$ cat src/rtl/mem_arbiter.sv
// Round-robin arbiter that shares one byte-addressed, 16-bit-word memory among NUM_REQ requesters.
// A bounded lock keeps the grant with one owner so read-modify-write sequences stay atomic.
module mem_arbiter #(
   parameter int NUM_REQ   = 4,
   parameter int WORD_W    = 16,
   parameter int MEM_DEPTH = 1024,
   parameter int LOCK_MAX  = 16
) (
   input  logic                      i_clock,
   input  logic                      i_reset,
   input  logic [NUM_REQ-1:0]        i_req,
   input  logic [NUM_REQ-1:0]        i_lock,
   input  logic [NUM_REQ-1:0]        i_we,
   input  logic [NUM_REQ*WORD_W-1:0] i_addr,
   input  logic [NUM_REQ*WORD_W-1:0] i_wdata,
   output logic [NUM_REQ-1:0]        o_gnt,
   output logic [NUM_REQ-1:0]        o_rvalid,
   output logic [WORD_W-1:0]         o_rdata,
   output logic [NUM_REQ-1:0]        o_err,
   output logic                      o_lock_timeout,
   output logic [WORD_W-1:0]         o_mem_address,
   output logic                      o_mem_wr_en,
   output logic [WORD_W-1:0]         o_mem_data_in,
   input  logic [WORD_W-1:0]         i_mem_data_out,
   output logic                      o_dbg_state
);

   // Handshake: a requester raises i_req with stable we/addr/wdata/lock; o_gnt in the same cycle
   // means the access is taken at the closing edge. Dropping i_req before o_gnt withdraws it.

   localparam int IDX_W = $clog2(NUM_REQ);
   localparam int CNT_W = $clog2(LOCK_MAX + 1);

   typedef enum logic [0:0] {ST_IDLE = 1'b0, ST_LOCKED = 1'b1} state_t;

   state_t              r_state;
   logic [IDX_W-1:0]    r_ptr;
   logic [IDX_W-1:0]    r_owner;
   logic [CNT_W-1:0]    r_cnt;
   logic [NUM_REQ-1:0]  r_rvalid;
   logic [NUM_REQ-1:0]  r_err;
   logic [WORD_W-1:0]   r_rdata;

   logic                w_timeout;
   logic [NUM_REQ-1:0]  w_cand;
   logic                w_win_vld;
   logic [IDX_W-1:0]    w_win_idx;
   logic [NUM_REQ-1:0]  w_gnt;
   logic [WORD_W-1:0]   w_addr;
   logic [WORD_W-1:0]   w_wdata;
   logic                w_we;
   logic                w_lock;
   logic                w_in_range;

   function automatic logic [IDX_W-1:0] f_next(input logic [IDX_W-1:0] idx);
      return (int'(idx) == NUM_REQ - 1) ? '0 : idx + IDX_W'(1);
   endfunction

   assign w_timeout = (r_state == ST_LOCKED) && (r_cnt == CNT_W'(LOCK_MAX));

   // While locked only the owner is eligible, and nobody is during the forced-release cycle.
   always_comb begin
      w_cand = '0;
      if (i_reset) begin
         w_cand = '0;
      end else if (r_state == ST_IDLE) begin
         w_cand = i_req;
      end else if (!w_timeout) begin
         w_cand = i_req & (NUM_REQ'(1) << r_owner);
      end
   end

   always_comb begin : rr_search
      int j;
      j         = 0;
      w_win_vld = 1'b0;
      w_win_idx = '0;
      for (int k = 0; k < NUM_REQ; k++) begin
         j = int'(r_ptr) + k;
         if (j >= NUM_REQ) j = j - NUM_REQ;
         if (!w_win_vld && w_cand[j]) begin
            w_win_vld = 1'b1;
            w_win_idx = IDX_W'(j);
         end
      end
   end

   assign w_gnt      = w_win_vld ? (NUM_REQ'(1) << w_win_idx) : '0;
   assign w_addr     = i_addr[w_win_idx*WORD_W +: WORD_W];
   assign w_wdata    = i_wdata[w_win_idx*WORD_W +: WORD_W];
   assign w_we       = i_we[w_win_idx];
   assign w_lock     = i_lock[w_win_idx];
   assign w_in_range = (w_addr <= WORD_W'(MEM_DEPTH - 2));

   assign o_gnt          = w_gnt;
   assign o_mem_address  = w_win_vld ? w_addr  : '0;
   assign o_mem_data_in  = w_win_vld ? w_wdata : '0;
   assign o_mem_wr_en    = w_win_vld & w_we & w_in_range & ~i_reset;
   assign o_lock_timeout = w_timeout;
   assign o_rvalid       = r_rvalid;
   assign o_err          = r_err;
   assign o_rdata        = r_rdata;
   assign o_dbg_state    = (r_state == ST_LOCKED);

   always_ff @(posedge i_clock or posedge i_reset) begin
      if (i_reset) begin
         r_state  <= ST_IDLE;
         r_ptr    <= '0;
         r_owner  <= '0;
         r_cnt    <= '0;
         r_rvalid <= '0;
         r_err    <= '0;
         r_rdata  <= '0;
      end else begin
         r_rvalid <= (w_win_vld && !w_we) ? w_gnt : '0;
         r_err    <= (w_win_vld && !w_in_range) ? w_gnt : '0;
         if (w_win_vld && !w_we) begin
            r_rdata <= w_in_range ? i_mem_data_out : '0;
         end
         case (r_state)
            ST_IDLE: begin
               if (w_win_vld) begin
                  if (w_lock) begin
                     r_state <= ST_LOCKED;
                     r_owner <= w_win_idx;
                     r_cnt   <= CNT_W'(1);
                  end else begin
                     r_ptr <= f_next(w_win_idx);
                  end
               end
            end
            ST_LOCKED: begin
               // Exit on forced release, owner withdrawal, or a final unlocked access.
               if (w_timeout || !w_win_vld || !w_lock) begin
                  r_state <= ST_IDLE;
                  r_ptr   <= f_next(r_owner);
                  r_cnt   <= '0;
               end else begin
                  r_cnt <= r_cnt + CNT_W'(1);
               end
            end
            default: r_state <= ST_IDLE;
         endcase
      end
   end

endmodule

$ cat config.mk
export PLATFORM = sky130hd
export DESIGN_NAME = mem_arbiter
export DESIGN_NICKNAME = d
export VERILOG_FILES = /design/src/rtl/mem_arbiter.sv
export SDC_FILE = /design/constraint.sdc
export NUM_CORES = 1
export LEC_CHECK = 0
export CAP_MARGIN = 15
export CORE_MARGIN = 3
export CORE_UTILIZATION = 39
export CTS_CLUSTER_SIZE = 16
export DETAILED_ROUTE_END_ITERATION = 8
export GPL_TIMING_DRIVEN = 0
export PLACE_DENSITY = 0.87
export SLEW_MARGIN = 20
export SYNTH_ARGS = -nofsm -noshare
export SYNTH_HDL_FRONTEND = slang
export SYNTH_SLANG_ARGS = --single-unit
$ cat constraint.sdc
create_clock -name i_clock -period 4 [get_ports i_clock]
set_input_delay 0.6 -clock i_clock [delete_from_list [all_inputs] [get_ports i_clock]]
set_output_delay 0.6 -clock i_clock [all_outputs]
set_load 0.01 [all_outputs]
==> results_dict.tcl, run 1 <==
set metrics [dict create \
    grt_util_met2 0.469 \
    synth-compound-area-share 0.121 \
    outcome "finished clean" \
    synth_nets 556 \
    critPathRequiredTime_ns 3.40 \
    timing.final.crit_share 0.986 \
    die_h_um 97.3 \
    netlist_instances 388 \
    die-area_mm2 0.00947 \
    syn_to_final_growth_pct 79.2 \
    finalInstanceArea_mm2 0.00583 \
    ioPinCount 221 \
    synth_top_family_by_area "simple AND/OR/NAND/NOR gates" \
    die_x_um 97.3 \
    whs_ns 0.491 \
    grt_pass1_vias 3984 \
    pwr_density_cell_mw_per_mm2 388 \
    antenna_found_initial 0 \
    drtIter0Drc 185 \
    grt_use_met1 0.278 \
    ys_ff_latch 34 \
    async_reset_ff_frac 1.00 \
    hold_viol 0 \
    min_period_ns 3.94 \
    cts_tree "built" \
    total_leakage_power_uw 0.00314 \
    yosysTopAreaCell "dfrtp_1" \
    synth_ff_type "dfrtp_1" \
    viasPerCell 5.42 \
    dp_hpwl_um 10300 \
    numCtsBuffers 5 \
    cts.sinks 34 \
    cts_hold_buffers 0 \
    busiest_layer "met2" \
    criticalPathCategory "in -> out" \
    wl_per_cell_um 17.5 \
    worst_pin_slew_ns 0.696 \
    skew_ns 0.00463 \
    nets 785 \
    cap_violations 0 \
    drive_gt1_frac 0.0761 \
    synth_edf_count 0 \
    post-place-ws_ns -0.290 \
    instances_no_fill 720 \
    irDropWorstVdd_uv 194 \
    seq_area_frac_synth 0.262 \
    critPathLaunchType "input pin" \
    relSlewSlack 0.535 \
    yosysWarnings 0 \
    drc_errors 0 \
    cp-end-kind "primary output" \
    slew_violations 0 \
    grt_pass1_wl_um 19600 \
    num_vias 3904 \
    dpl.cell_count 710 \
    wirelength_um 12600 \
    track_usage 0.254 \
    core_mm2 0.00793 \
    portBuffers 220 \
    path_max_fanout 11 \
    final_core_utilization 0.735 \
    grt_max_degree 35 \
    synth-xor-area-share 0.00538 \
    drtAntennaViolNets 0 \
    met3_usage 0.0596 \
    fmax_mhz 254 \
    synth_fa_ha_area_frac 0.0385 \
    layout_setup_ws_ns 0.0569 \
    placed_area_mm2 0.00558 \
    start_util 0.410 \
    netlist.area_leader.share 0.262 \
    clk_pin_slew_worst_paths_ns 0.07 \
    drtPass1Iterations 7 \
    rows 32 \
    clk_latency_ns 0.29 \
    h-tree-depth 2 \
    postSynthAreaPerCell_um2 8.38 \
    rsz0062_at_grt "false" \
    ctsLongestPathBuffers 2 \
    synth.area.top_cells "dfrtp_1 26%, mux2i_1 21%, nand2_1 10%" \
    hold_class "reg -> reg" \
    cts_root_buf "clkbuf_8" \
    place_congestion 0.920 \
    grt-ovfl-total 0 \
    synth_simple_gate_area_frac 0.290 \
    setup_violations 0 \
    diodes 0 \
    muxShareOfSynthArea 0.223 \
    synth_cell_types 49 \
    syn-cell-area_mm2 0.00325 \
    cp.arrival_ns 3.34 \
]
[placed cells by master (no fill, tap or decap), drive strengths merged, types with 3 or more instances in the layout]
master / count
dlygate4sd2: 5
or4: 4
mux2i: 69
and2: 13
nor2: 5
inv: 12
dfrtp: 34
o2bb2ai: 16
nand2: 87
nand4b: 3
nand3: 7
dlymetal6s2s: 29
ha: 10
nor4: 4
buf: 19
and3: 31
nand2b: 6
o211a: 3
clkbuf: 15
clkdlybuf4s50: 186
nor3: 8
nor2b: 3
o21ai: 7
nand4: 9
[critical path: stages]
cell             delay, ns
clkdlybuf4s50_1       0.57
o21bai_1              0.12
a221oi_2              0.27
o211a_1               0.28
buf_4                 0.23
clkbuf_2              0.30
ha_1                  0.22
and2_1                0.17
clkdlybuf4s50_1       0.57
[per-layer routing]
layer / share of wire / routed length [um]
met5: 0 / 0
met4: 0.036 / 447
met3: 0.075 / 947
met2: 0.52 / 6500
met1: 0.37 / 4700
[stage by stage]
stage / setup TNS (ns) / total power (uW)
floorplan: 0 / 1290
global placement: -1.27 / 1880
detailed placement: -3.37 / 1920
CTS: 0 / 2260
global route: 0 / 2410
finish: 0 / 2260
[power by group]
group	leakage, uW	internal, uW	total [uW]	switching (uW)
combinational	0.00262	763	1520	757
sequential	0.000460	394	431	37.0
clock	0.0000579	183	312	129
[area by class of cell]
| type | count | area [um2] |
|---|---|---|
| buffer | 27 | 183 |
| clock buffer | 5 | 68.8 |
| clock inverter | 3 | 40.0 |
| fill | 570 | 2100 |
| inverter | 12 | 45.0 |
| multi-input combinational | 315 | 2230 |
| sequential | 34 | 851 |
| tap | 102 | 128 |
| timing repair buffer | 222 | 2280 |
[path summary, 6_finish.rpt]
kind                              from           to  slack (ns)  cells after the start
max in group asynchronous      i_reset   o_rdata[1]        2.73                      2
max                           i_req[2]     o_gnt[2]        0.06                      9
min                        o_rdata[12]  o_rdata[12]        0.49                      1
max reg2reg                   r_cnt[0]     r_ptr[1]        0.96                     13
min reg2reg                o_rdata[12]  o_rdata[12]        0.49                      1
min in group asynchronous      i_reset     r_ptr[1]        0.82                      2
[Yosys cell counts, types with 3 or more instances]
library cell / n
nor3_1: 8
nor4_1: 4
buf_6: 3
nand2_1: 87
nor2_1: 5
nand3_1: 7
and3_1: 31
o211a_1: 3
buf_4: 5
nand4b_1: 3
and2_1: 13
nand4_1: 9
o21ai_0: 7
nor2b_1: 3
ha_1: 10
dfrtp_1: 34
or4_1: 4
o2bb2ai_1: 16
nand2b_1: 6
buf_2: 8
clkbuf_1: 9
mux2i_1: 68
inv_1: 11
[registers in the layout, summed over array words and instances, names as in the netlist]
name and cells:
o_rdata 16, r_cnt 5, o_err 4, o_rvalid 4
r_owner 2, r_ptr 2, o_dbg_state 1
[kinds of logic (layout without fill, tap and decap cells)]
logic type / count (synthesis) / in the layout
AND/OR/NAND/NOR: 186 / 186
AO/OA/AOI/OAI: 46 / 46
buffers and inverters: 39 / 269
multiplexers: 71 / 71
adder cells (fa/ha/maj): 10 / 10
XOR/XNOR: 2 / 2
flip-flops: 34 / 34
[timing repair]
action / in CTS / in global routing
resized for setup: 13 / 39
setup buffers: 2 / 0
pin swaps: 1 / 0
hold endpoints to repair: 0 / 0
cloned: 0 / 0
endpoints found under the setup margin: 36 / 33
Note: power is estimated with default switching activity, not from simulation.
==> inputs of run 2 (changes only) <==
Settings changed: CAP_MARGIN 15 to 20.
==> results of run 2 <==
Final layout, timing and power as in run 1 (identical DEF).
